--- config.mk ---
export PLATFORM = sky130hd
export DESIGN_NAME = muldiv_unit_flat
export DESIGN_NICKNAME = d
export VERILOG_FILES = /design/src/rtl/riscv_pkg.sv /design/src/rtl/muldiv_unit_if.sv /design/src/rtl/muldiv_unit.sv /design/src/flat_wrapper.sv
export SDC_FILE = /design/constraint.sdc
export NUM_CORES = 1
export LEC_CHECK = 0
export BUFFER_PORTS_ARGS = -buffer_cell sky130_fd_sc_hd__buf_2
export CAP_MARGIN = 40
export CORE_AREA = 8 8 148 254
export CTS_BUF_LIST = sky130_fd_sc_hd__clkbuf_8 sky130_fd_sc_hd__clkbuf_16
export CTS_CLUSTER_SIZE = 30
export DETAILED_ROUTE_END_ITERATION = 10
export DIE_AREA = 0 0 156 262
export GPL_TIMING_DRIVEN = 0
export PLACE_DENSITY_LB_ADDON = 0.15
export REMOVE_ABC_BUFFERS = 1
export SYNTH_ARGS = -nofsm -noshare
export SYNTH_HDL_FRONTEND = slang
export SYNTH_SLANG_ARGS = --single-unit
--- constraint.sdc ---
create_clock -name clk -period 9.65 [get_ports clk]
set_clock_uncertainty 0.05 [all_clocks]
set_input_delay 2.4125 -clock clk [delete_from_list [all_inputs] [get_ports clk]]
set_output_delay 2.4125 -clock clk [all_outputs]
set_load 0.1 [all_outputs]
--- src/rtl/riscv_pkg.sv ---
// Shared RV32M definitions: funct3 codes, FSM states, constants.
// Imported by the mul/div unit and its bench.
package riscv_pkg;

  localparam logic [2:0] F3_MUL    = 3'b000;
  localparam logic [2:0] F3_MULH   = 3'b001;
  localparam logic [2:0] F3_MULHSU = 3'b010;
  localparam logic [2:0] F3_MULHU  = 3'b011;
  localparam logic [2:0] F3_DIV    = 3'b100;
  localparam logic [2:0] F3_DIVU   = 3'b101;
  localparam logic [2:0] F3_REM    = 3'b110;
  localparam logic [2:0] F3_REMU   = 3'b111;

  localparam logic [31:0] INT_MIN = 32'h8000_0000;

  typedef enum logic [1:0] {
    IDLE,
    RUN,
    FIX,
    DONE
  } state_t;

endpackage

--- src/rtl/muldiv_unit_if.sv ---
// Operand/result bundle between the core's operand muxes
// and the mul/div unit.
interface muldiv_unit_if #(
  parameter int WIDTH = 32
);
  logic             start;
  logic [2:0]       funct3;
  logic [WIDTH-1:0] op_a;
  logic [WIDTH-1:0] op_b;
  logic             busy;
  logic             done;
  logic [WIDTH-1:0] result;

  modport master (
    output start, funct3, op_a, op_b,
    input  busy, done, result
  );

  modport slave (
    input  start, funct3, op_a, op_b,
    output busy, done, result
  );
endinterface

--- src/rtl/muldiv_unit.sv ---
// Iterative RV32M multiply/divide: magnitude shift datapath
// shared by shift-add multiply and restoring divide.
module muldiv_unit
  import riscv_pkg::*;
#(
  parameter int WIDTH = 32
) (
  input  logic         clk,
  input  logic         reset,
  muldiv_unit_if.slave bus
);

  localparam int CW = $clog2(WIDTH);
  typedef logic [WIDTH-1:0] word_t;
  localparam word_t SMIN = word_t'(INT_MIN);
  localparam logic [CW-1:0] LAST = CW'(WIDTH - 1);

  state_t        state;
  logic [CW-1:0] cnt;
  logic [2:0]    f3;
  logic          neg;
  word_t         hi;
  word_t         lo;
  word_t         mb;
  logic          busy_q;
  logic          done_q;
  word_t         res_q;

  logic  a_sgn;
  logic  b_sgn;
  logic  sa;
  logic  sb;
  word_t mag_a;
  word_t mag_b;
  logic  sign_in;
  logic  div_zero;
  logic  ovf;
  word_t fast_res;

  always_comb begin
    a_sgn = bus.funct3 inside
      {F3_MUL, F3_MULH, F3_MULHSU, F3_DIV, F3_REM};
    b_sgn = bus.funct3 inside
      {F3_MUL, F3_MULH, F3_DIV, F3_REM};
    sa = a_sgn & bus.op_a[WIDTH-1];
    sb = b_sgn & bus.op_b[WIDTH-1];
    mag_a = sa ? -bus.op_a : bus.op_a;
    mag_b = sb ? -bus.op_b : bus.op_b;
    // remainder follows the dividend sign only
    sign_in = (bus.funct3 == F3_REM) ? sa : (sa ^ sb);
    div_zero = bus.funct3[2] && (bus.op_b == '0);
    ovf = (bus.funct3 inside {F3_DIV, F3_REM})
      && (bus.op_a == SMIN) && (bus.op_b == '1);
    fast_res = '0;
    unique case (1'b1)
      div_zero && !bus.funct3[1]: fast_res = '1;
      div_zero && bus.funct3[1]:  fast_res = bus.op_a;
      ovf && !bus.funct3[1]:      fast_res = SMIN;
      default:                    fast_res = '0;
    endcase
  end

  logic [WIDTH:0] add;
  word_t          mul_hi;
  word_t          mul_lo;
  logic [WIDTH:0] rem_sh;
  logic [WIDTH:0] trial;
  logic           fits;
  word_t          div_hi;
  word_t          div_lo;

  always_comb begin
    add    = {1'b0, hi} + (lo[0] ? {1'b0, mb} : '0);
    mul_hi = add[WIDTH:1];
    mul_lo = {add[0], lo[WIDTH-1:1]};
    rem_sh = {hi, lo[WIDTH-1]};
    trial  = rem_sh - {1'b0, mb};
    fits   = !trial[WIDTH];
    div_hi = fits ? trial[WIDTH-1:0] : rem_sh[WIDTH-1:0];
    div_lo = {lo[WIDTH-2:0], fits};
  end

  logic [2*WIDTH-1:0] prod_fix;
  word_t              q_fix;
  word_t              r_fix;
  word_t              fix_res;

  always_comb begin
    prod_fix = neg ? -{hi, lo} : {hi, lo};
    q_fix    = neg ? -lo : lo;
    r_fix    = neg ? -hi : hi;
    fix_res  = '0;
    unique case (1'b1)
      f3 == F3_MUL:
        fix_res = prod_fix[WIDTH-1:0];
      !f3[2] && (f3 != F3_MUL):
        fix_res = prod_fix[2*WIDTH-1:WIDTH];
      f3[2] && !f3[1]:
        fix_res = q_fix;
      default:
        fix_res = r_fix;
    endcase
  end

  always_ff @(posedge clk or posedge reset) begin
    if (reset) begin
      state  <= IDLE;
      cnt    <= '0;
      f3     <= '0;
      neg    <= 1'b0;
      hi     <= '0;
      lo     <= '0;
      mb     <= '0;
      busy_q <= 1'b0;
      done_q <= 1'b0;
      res_q  <= '0;
    end else begin
      done_q <= 1'b0;
      unique case (state)
        IDLE, DONE: begin
          state <= IDLE;
          if (bus.start) begin
            f3 <= bus.funct3;
            if (div_zero || ovf) begin
              res_q  <= fast_res;
              done_q <= 1'b1;
              state  <= DONE;
            end else begin
              hi     <= '0;
              lo     <= mag_a;
              mb     <= mag_b;
              neg    <= sign_in;
              cnt    <= '0;
              busy_q <= 1'b1;
              state  <= RUN;
            end
          end
        end
        RUN: begin
          if (f3[2]) begin
            hi <= div_hi;
            lo <= div_lo;
          end else begin
            hi <= mul_hi;
            lo <= mul_lo;
          end
          cnt <= cnt + CW'(1);
          if (cnt == LAST) begin
            cnt   <= '0;
            state <= FIX;
          end
        end
        FIX: begin
          res_q  <= fix_res;
          done_q <= 1'b1;
          busy_q <= 1'b0;
          state  <= DONE;
        end
        default: state <= IDLE;
      endcase
    end
  end

  assign bus.busy   = busy_q;
  assign bus.done   = done_q;
  assign bus.result = res_q;

endmodule

--- src/flat_wrapper.sv ---
// flat-port wrapper written by rule: the top's interface ports become plain ports
module muldiv_unit_flat import riscv_pkg::*;
#(
  parameter int WIDTH = 32
)
  (clk, reset, bus_start, bus_funct3, bus_op_a, bus_op_b, bus_busy, bus_done, bus_result);
  muldiv_unit_if #(.WIDTH(WIDTH)) bus_i ();
  input  logic clk;
  input  logic reset;
  input wire logic [$bits(bus_i.start)-1:0] bus_start;
  input wire logic [$bits(bus_i.funct3)-1:0] bus_funct3;
  input wire logic [$bits(bus_i.op_a)-1:0] bus_op_a;
  input wire logic [$bits(bus_i.op_b)-1:0] bus_op_b;
  output wire logic [$bits(bus_i.busy)-1:0] bus_busy;
  output wire logic [$bits(bus_i.done)-1:0] bus_done;
  output wire logic [$bits(bus_i.result)-1:0] bus_result;
  assign bus_i.start = bus_start;
  assign bus_i.funct3 = bus_funct3;
  assign bus_i.op_a = bus_op_a;
  assign bus_i.op_b = bus_op_b;
  assign bus_busy = bus_i.busy;
  assign bus_done = bus_i.done;
  assign bus_result = bus_i.result;
  muldiv_unit #(.WIDTH(WIDTH)) u_core (.clk(clk), .reset(reset), .bus(bus_i));
endmodule
; ---- Word level (Yosys, flattened, before mapping)
; Index checks and enable logic that the tools add are counted.
[word_totals]
reg_bits = 141
latchBits = 0
ramBits = 0
mem_bits_ro = 0
in_bits = 70
output_inout_bits = 34
wordCells = 100
memories = 0
[op_classes]
add_sub_neg = 8
n_mul = 0
div = 0
order_cmp = 0
eq_ne = 14
n_shift = 0
n_mux = 35
bitwise = 4
n_reduce_logical = 29
[ops]
columns = op, count
row1 = $mux W32, 14
row2 = $pmux W32 S2, 3
row3 = $pmux W32 S3, 2
row4 = $neg A32 Y32, 4
row5 = $eq A32 B32 Y1 const B, 2
row6 = $mux W64, 1
row7 = $neg A64 Y64, 1
row8 = $add A32 B33 Y33, 1
row9 = $sub A33 B32 Y33, 1
row10 = $logic_not A32 Y1, 1
row11 = $mux W5, 3
row12 = $reduce_and A3 Y1, 4
row13 = $pmux W5 S2, 1
row14 = $logic_and A1 B1 Y1, 8
row15 = $eq A3 B3 Y1 const B, 2
row16 = $logic_not A3 Y1, 2
row17 = $mux W2, 3
row18 = $pmux W2 S3, 1
row19 = $reduce_bool A2 Y1, 3
row20 = $add A5 B1 Y5 const B, 1
row21 = $eq A5 B5 Y1 const B, 1
row22 = $mux W1, 5
row23 = $reduce_bool A5 Y1, 1
row24 = $eq A2 B2 Y1 const B, 2
row25 = 16 further kinds, 23

; ---- Logic depth before layout (Yosys ltp)
[logic_depth]
word_depth = 9
depth_mapped = 14
mapped_depth_nobuf = 14

; ---- Worst setup path before layout
; No wires, ideal clock.
[synth_path]
path_type = input port to flip-flop
startpoint = in bus_op_b[5]
endpoint = reg u_core.hi[2]
setup_ps = 136
arrival_time_ps = 4802
required_ps = 9464
path_slack_ps = 4662
stages = 12
n_path_buf = 3
cell_sequence = or4_1 nor2_1 nand3_1 or4_1 buf_2 nand3b_1 a21boi_2 nor2b_1 buf_2 buf_2 a22oi_1 o21ai_0
[synth_via]
elab_chain_len = 5
word_cells_on_any_way = 7
cone_classes = 2 x eq/ne / 5 x reduce/logical
[synth_lines]
columns = item, line_no
row1 = "start, declared", flat_wrapper.sv:13  ; input wire logic [$bits(bus_i.op_b)-1:0] bus_op_b;
row2 = $eq A32 B32 Y1 or $logic_not A32 Y1 (tied branches), "muldiv_unit.sv:53, muldiv_unit.sv:51"
row3 = $logic_and A1 B1 Y1 (on tied branches), "muldiv_unit.sv:53, muldiv_unit.sv:51"
row4 = $logic_or A1 B1 Y1 *, muldiv_unit.sv:124  ; if (div_zero || ovf) begin
row5 = $ne A2 B2 Y1 (no source line) *, n/a
row6 = $reduce_and A3 Y1 (no source line) *, n/a
row7 = "end signal, assigned", muldiv_unit.sv:141  ; hi <= div_hi;
row8 = "end signal, assigned", muldiv_unit.sv:144  ; hi <= mul_hi;
row9 = "end, declared", muldiv_unit.sv:22  ; word_t hi;
; Mark *: on every way between the ends. The rest lies on a longest branch, timed or not.
; A chain may end at the register's enable or synchronous reset.

; ---- Worst setup path in the final report
[layout_path]
startpoint = in bus_op_a[0]
endpoint = reg u_core.lo[0]
[layout_via]
elab_chain_len = 6
word_cells_on_any_way = 11
cone_classes = 1 x add/sub / 2 x eq/ne / 4 x mux / 4 x reduce/logical
[layout_lines]
columns = item, line_no
row1 = "start, declared", flat_wrapper.sv:12  ; input wire logic [$bits(bus_i.op_a)-1:0] bus_op_a;
row2 = "parallel branches: the longest is 6 deep, another holds $neg A32 Y32", n/a
row3 = "end signal, assigned", muldiv_unit.sv:130  ; lo <= mag_a;
row4 = "end signal, assigned", muldiv_unit.sv:142  ; lo <= div_lo;
row5 = "end signal, assigned", muldiv_unit.sv:145  ; lo <= mul_lo;
row6 = "end, declared", muldiv_unit.sv:23  ; word_t lo;
; Parallel ways; which one is timed is not known. The select of a mux whose other input is x is not followed.

==> reports/results.ini <==
[logic_synthesis]
synth-edff-count=0
synth_cell_types=82
synth_warnings=0
ys_async_sr_fraction=1.00
syn_inst=1857
yosysSeqAreaShare=0.250
ys_top_cells_by_area=dfrtp_1 25%, o21ai_0 7.1%, ha_1 6.5%
synth_top_area_frac=0.250
synth_top_cell_by_area=dfrtp_1
synth.cell_area_um2=14100
ys_seq_elements=141
syn_avg_cell_area_um2=7.59
synth_ff_type=dfrtp_1

[sta]
post-route-period-util=0.664
worstMarginPinSlew_ns=0.921
period_minus_slack_ns=6.41
slew_viol_final=0
setup_violations=0
fmax_mhz=156
rsz0062_at_grt=no
finalHoldViolations=0
slew_headroom=0.386

[detailed_routing]
post_drt_wl_per_cell_um=20.0
first_iter_violations=884
ant_nets=0
drc_errors=0
drt_first_pass_iters=7
vias_per_cell=5.87
via_count=13870
drt-total-wl_um=47300

[worst_hold_path]
min_path_type=reg -> reg

[critical_path]
cp.required_ns=9.95
critPathKind=in -> reg
worst_setup_path_end_kind=flop
crit_fanout=32
r2r_slack_ns=5.10
start_kind=input pin
arrival_ns=6.71

[placement]
hpwlAfterDp_um=37200
portBuffers=103
dpl-instance-area_um2=15200
gp_congestion=0.917
place_inst=2332

[floorplan]
core_area_um2=34100
die_h_um=262
start_util=0.413
dieArea_um2=40900
pin_count=104
num_rows=90
die_w_um=156

[power]
p_switching_mw=3.19
switching_share=0.552
p_seq_frac=0.215
p_per_area_nw_per_um2=368
intPower_mw=2.59
vdd_ir_drop_max_mv=0.153
p_leak_nw=6.84
p_clk_frac=0.112
power_mw=5.78
pwr-share-comb=0.674

[clock_network]
cts_root_buf=clkbuf_16
htree_num_levels=4
path_clk_slew_ns=0.07
cts_buffer_depth=2
post_cts_resized=0
tritoncts=yes
clk_latency_ns=0.46
post-cts-setup-buffers=0
cts_buffers=17
ctsHoldBuffers=0
cts.sinks=141

[flow_run]
maxCapViolations=0

[final_layout]
fin_cells=2364
regArea_um2=3530
nets=2036
area_growth_pct=11.5
fin_area_um2=15700
fillers=3455
n_antenna_cell=0
multi_input_area_um2=9890
drive_gt1_frac=0.108

[global_routing]
grt_start_max_net_pins=80
overflow=0
grt_pass1_wl_um=74400
grt_pass1_vias=13556
grt_usage=0.233
antenna_found_initial=0

[status]
status=completed

## cells in the mapped netlist (24+ instances only)
cell        n
ha_1       73
nor3_1     24
a21oi_1   143
a31oi_1    26
o31ai_1    29
mux2i_1    59
xor2_1     72
inv_1      69
nand3_1    30
clkbuf_1   81
dfrtp_1   141
nand2_1   201
xnor2_1    99
nor2_1    188
a21o_1     40
o21ai_0   200
## worst max-delay path, cell delays in order
cell      delay (ns)
buf_2           0.12
inv_1           0.16
ha_1            0.21
or4b_1          0.57
nor4_4          0.48
nand3_1         0.45
nor3_2          0.31
nor2_1          0.17
nand3_2         0.42
a21boi_4        0.68
buf_16          0.24
buf_12          0.19
a211oi_1        0.08
a21o_1          0.17
## layout make-up
type                    instances  share of cell area
multi-input cells            1536               0.629
flip-flops and latches        141               0.225
repair buffers                125              0.0568
well taps                     460              0.0366
clock buffers                  17              0.0271
inverters                      70              0.0170
clock inverters                15             0.00820
## metrics by stage
step | utilization | worst slack [ns] | TNS [ns] | hold WS [ns]
after CTS | 0.461 | 3.28 | 0 | 0.435
after global placement | 0.432 | -1.04 | -56.38 | 0.410
after detailed placement | 0.444 | 2.78 | 0 | 0.421
final | 0.461 | 3.24 | 0 | 0.429
after floorplan | - | 1.86 | 0 | 0.399
after global routing | 0.461 | 3.03 | 0 | 0.466
## kinds of logic after synthesis
group | synth area share
mux | 0.0499
simple gates | 0.202
compound gates | 0.271
buf+inv | 0.0512
flops | 0.250
xor+xnor | 0.107
fa+ha+maj | 0.0676
## power by group through the flow
stage / sequential, mW / clock [mW] / combinational [mW]
5_1_grt: 1.28 / 0.679 / 4.27
3_5_place_dp: 1.25 / 0 / 3.88
2_1_floorplan: 1.62 / 0 / 2.39
6_report: 1.24 / 0.645 / 3.89
4_1_cts: 1.23 / 0.657 / 3.89
3_3_place_gp: 1.26 / 0 / 3.68
## registers in the layout, indices dropped and copies added (netlist names)
signal and flops:
u_core.f3 3, u_core.cnt 5, u_core.state 2, u_core.lo 32
u_core.hi 32, u_core.bus.done 1, u_core.neg 1, u_core.mb 32
u_core.bus.busy 1, u_core.bus.result 32
## metal layers
| layer | up-vias | track usage | share of wire |
|---|---|---|---|
| met5 | - | 0 | 0 |
| met1 | 6557 | 0.248 | 0.38 |
| li1 | 6782 | - | - |
| met2 | 401 | 0.430 | 0.53 |
| met4 | 0 | 0.152 | 0.058 |
| met3 | 130 | 0.0216 | 0.036 |
## cells in the final DEF (no fill, tap or decap), drive strengths merged, types with 8 or more instances in the layout
master / n
xor2: 72
or2: 10
mux2i: 59
nor2: 188
o221ai: 13
nor4: 15
ha: 73
o41ai: 16
mux2: 10
and3: 11
and2: 12
nand3: 30
a22oi: 22
nand2: 201
o31ai: 29
a221o: 8
a31oi: 26
inv: 77
nand4: 18
nor2b: 11
xnor2: 100
or4: 22
o21a: 13
a211oi: 9
dfrtp: 141
or3: 22
nand2b: 14
o21ai: 223
buf: 125
a21o: 40
o22ai: 11
nor3: 28
clkbuf: 17
a21oi: 143
o211ai: 14
## worst paths after layout
check                                           from                          endpoint  cells after the start
min in group asynchronous                      reset  u_core.bus.result[1]$_DFFE_PP0P_                      2
max                                      bus_op_a[0]          u_core.lo[0]$_DFFE_PP0P_                     14
min                        u_core.mb[21]$_DFFE_PP0P_         u_core.mb[21]$_DFFE_PP0P_                      2
min reg2reg                u_core.mb[21]$_DFFE_PP0P_         u_core.mb[21]$_DFFE_PP0P_                      2
max in group asynchronous                      reset          u_core.f3[2]$_DFFE_PP0P_                      3
max reg2reg                u_core.lo[31]$_DFFE_PP0P_          u_core.hi[7]$_DFFE_PP0P_                     14
No activity file was read; power rests on OpenSTA's default activity.
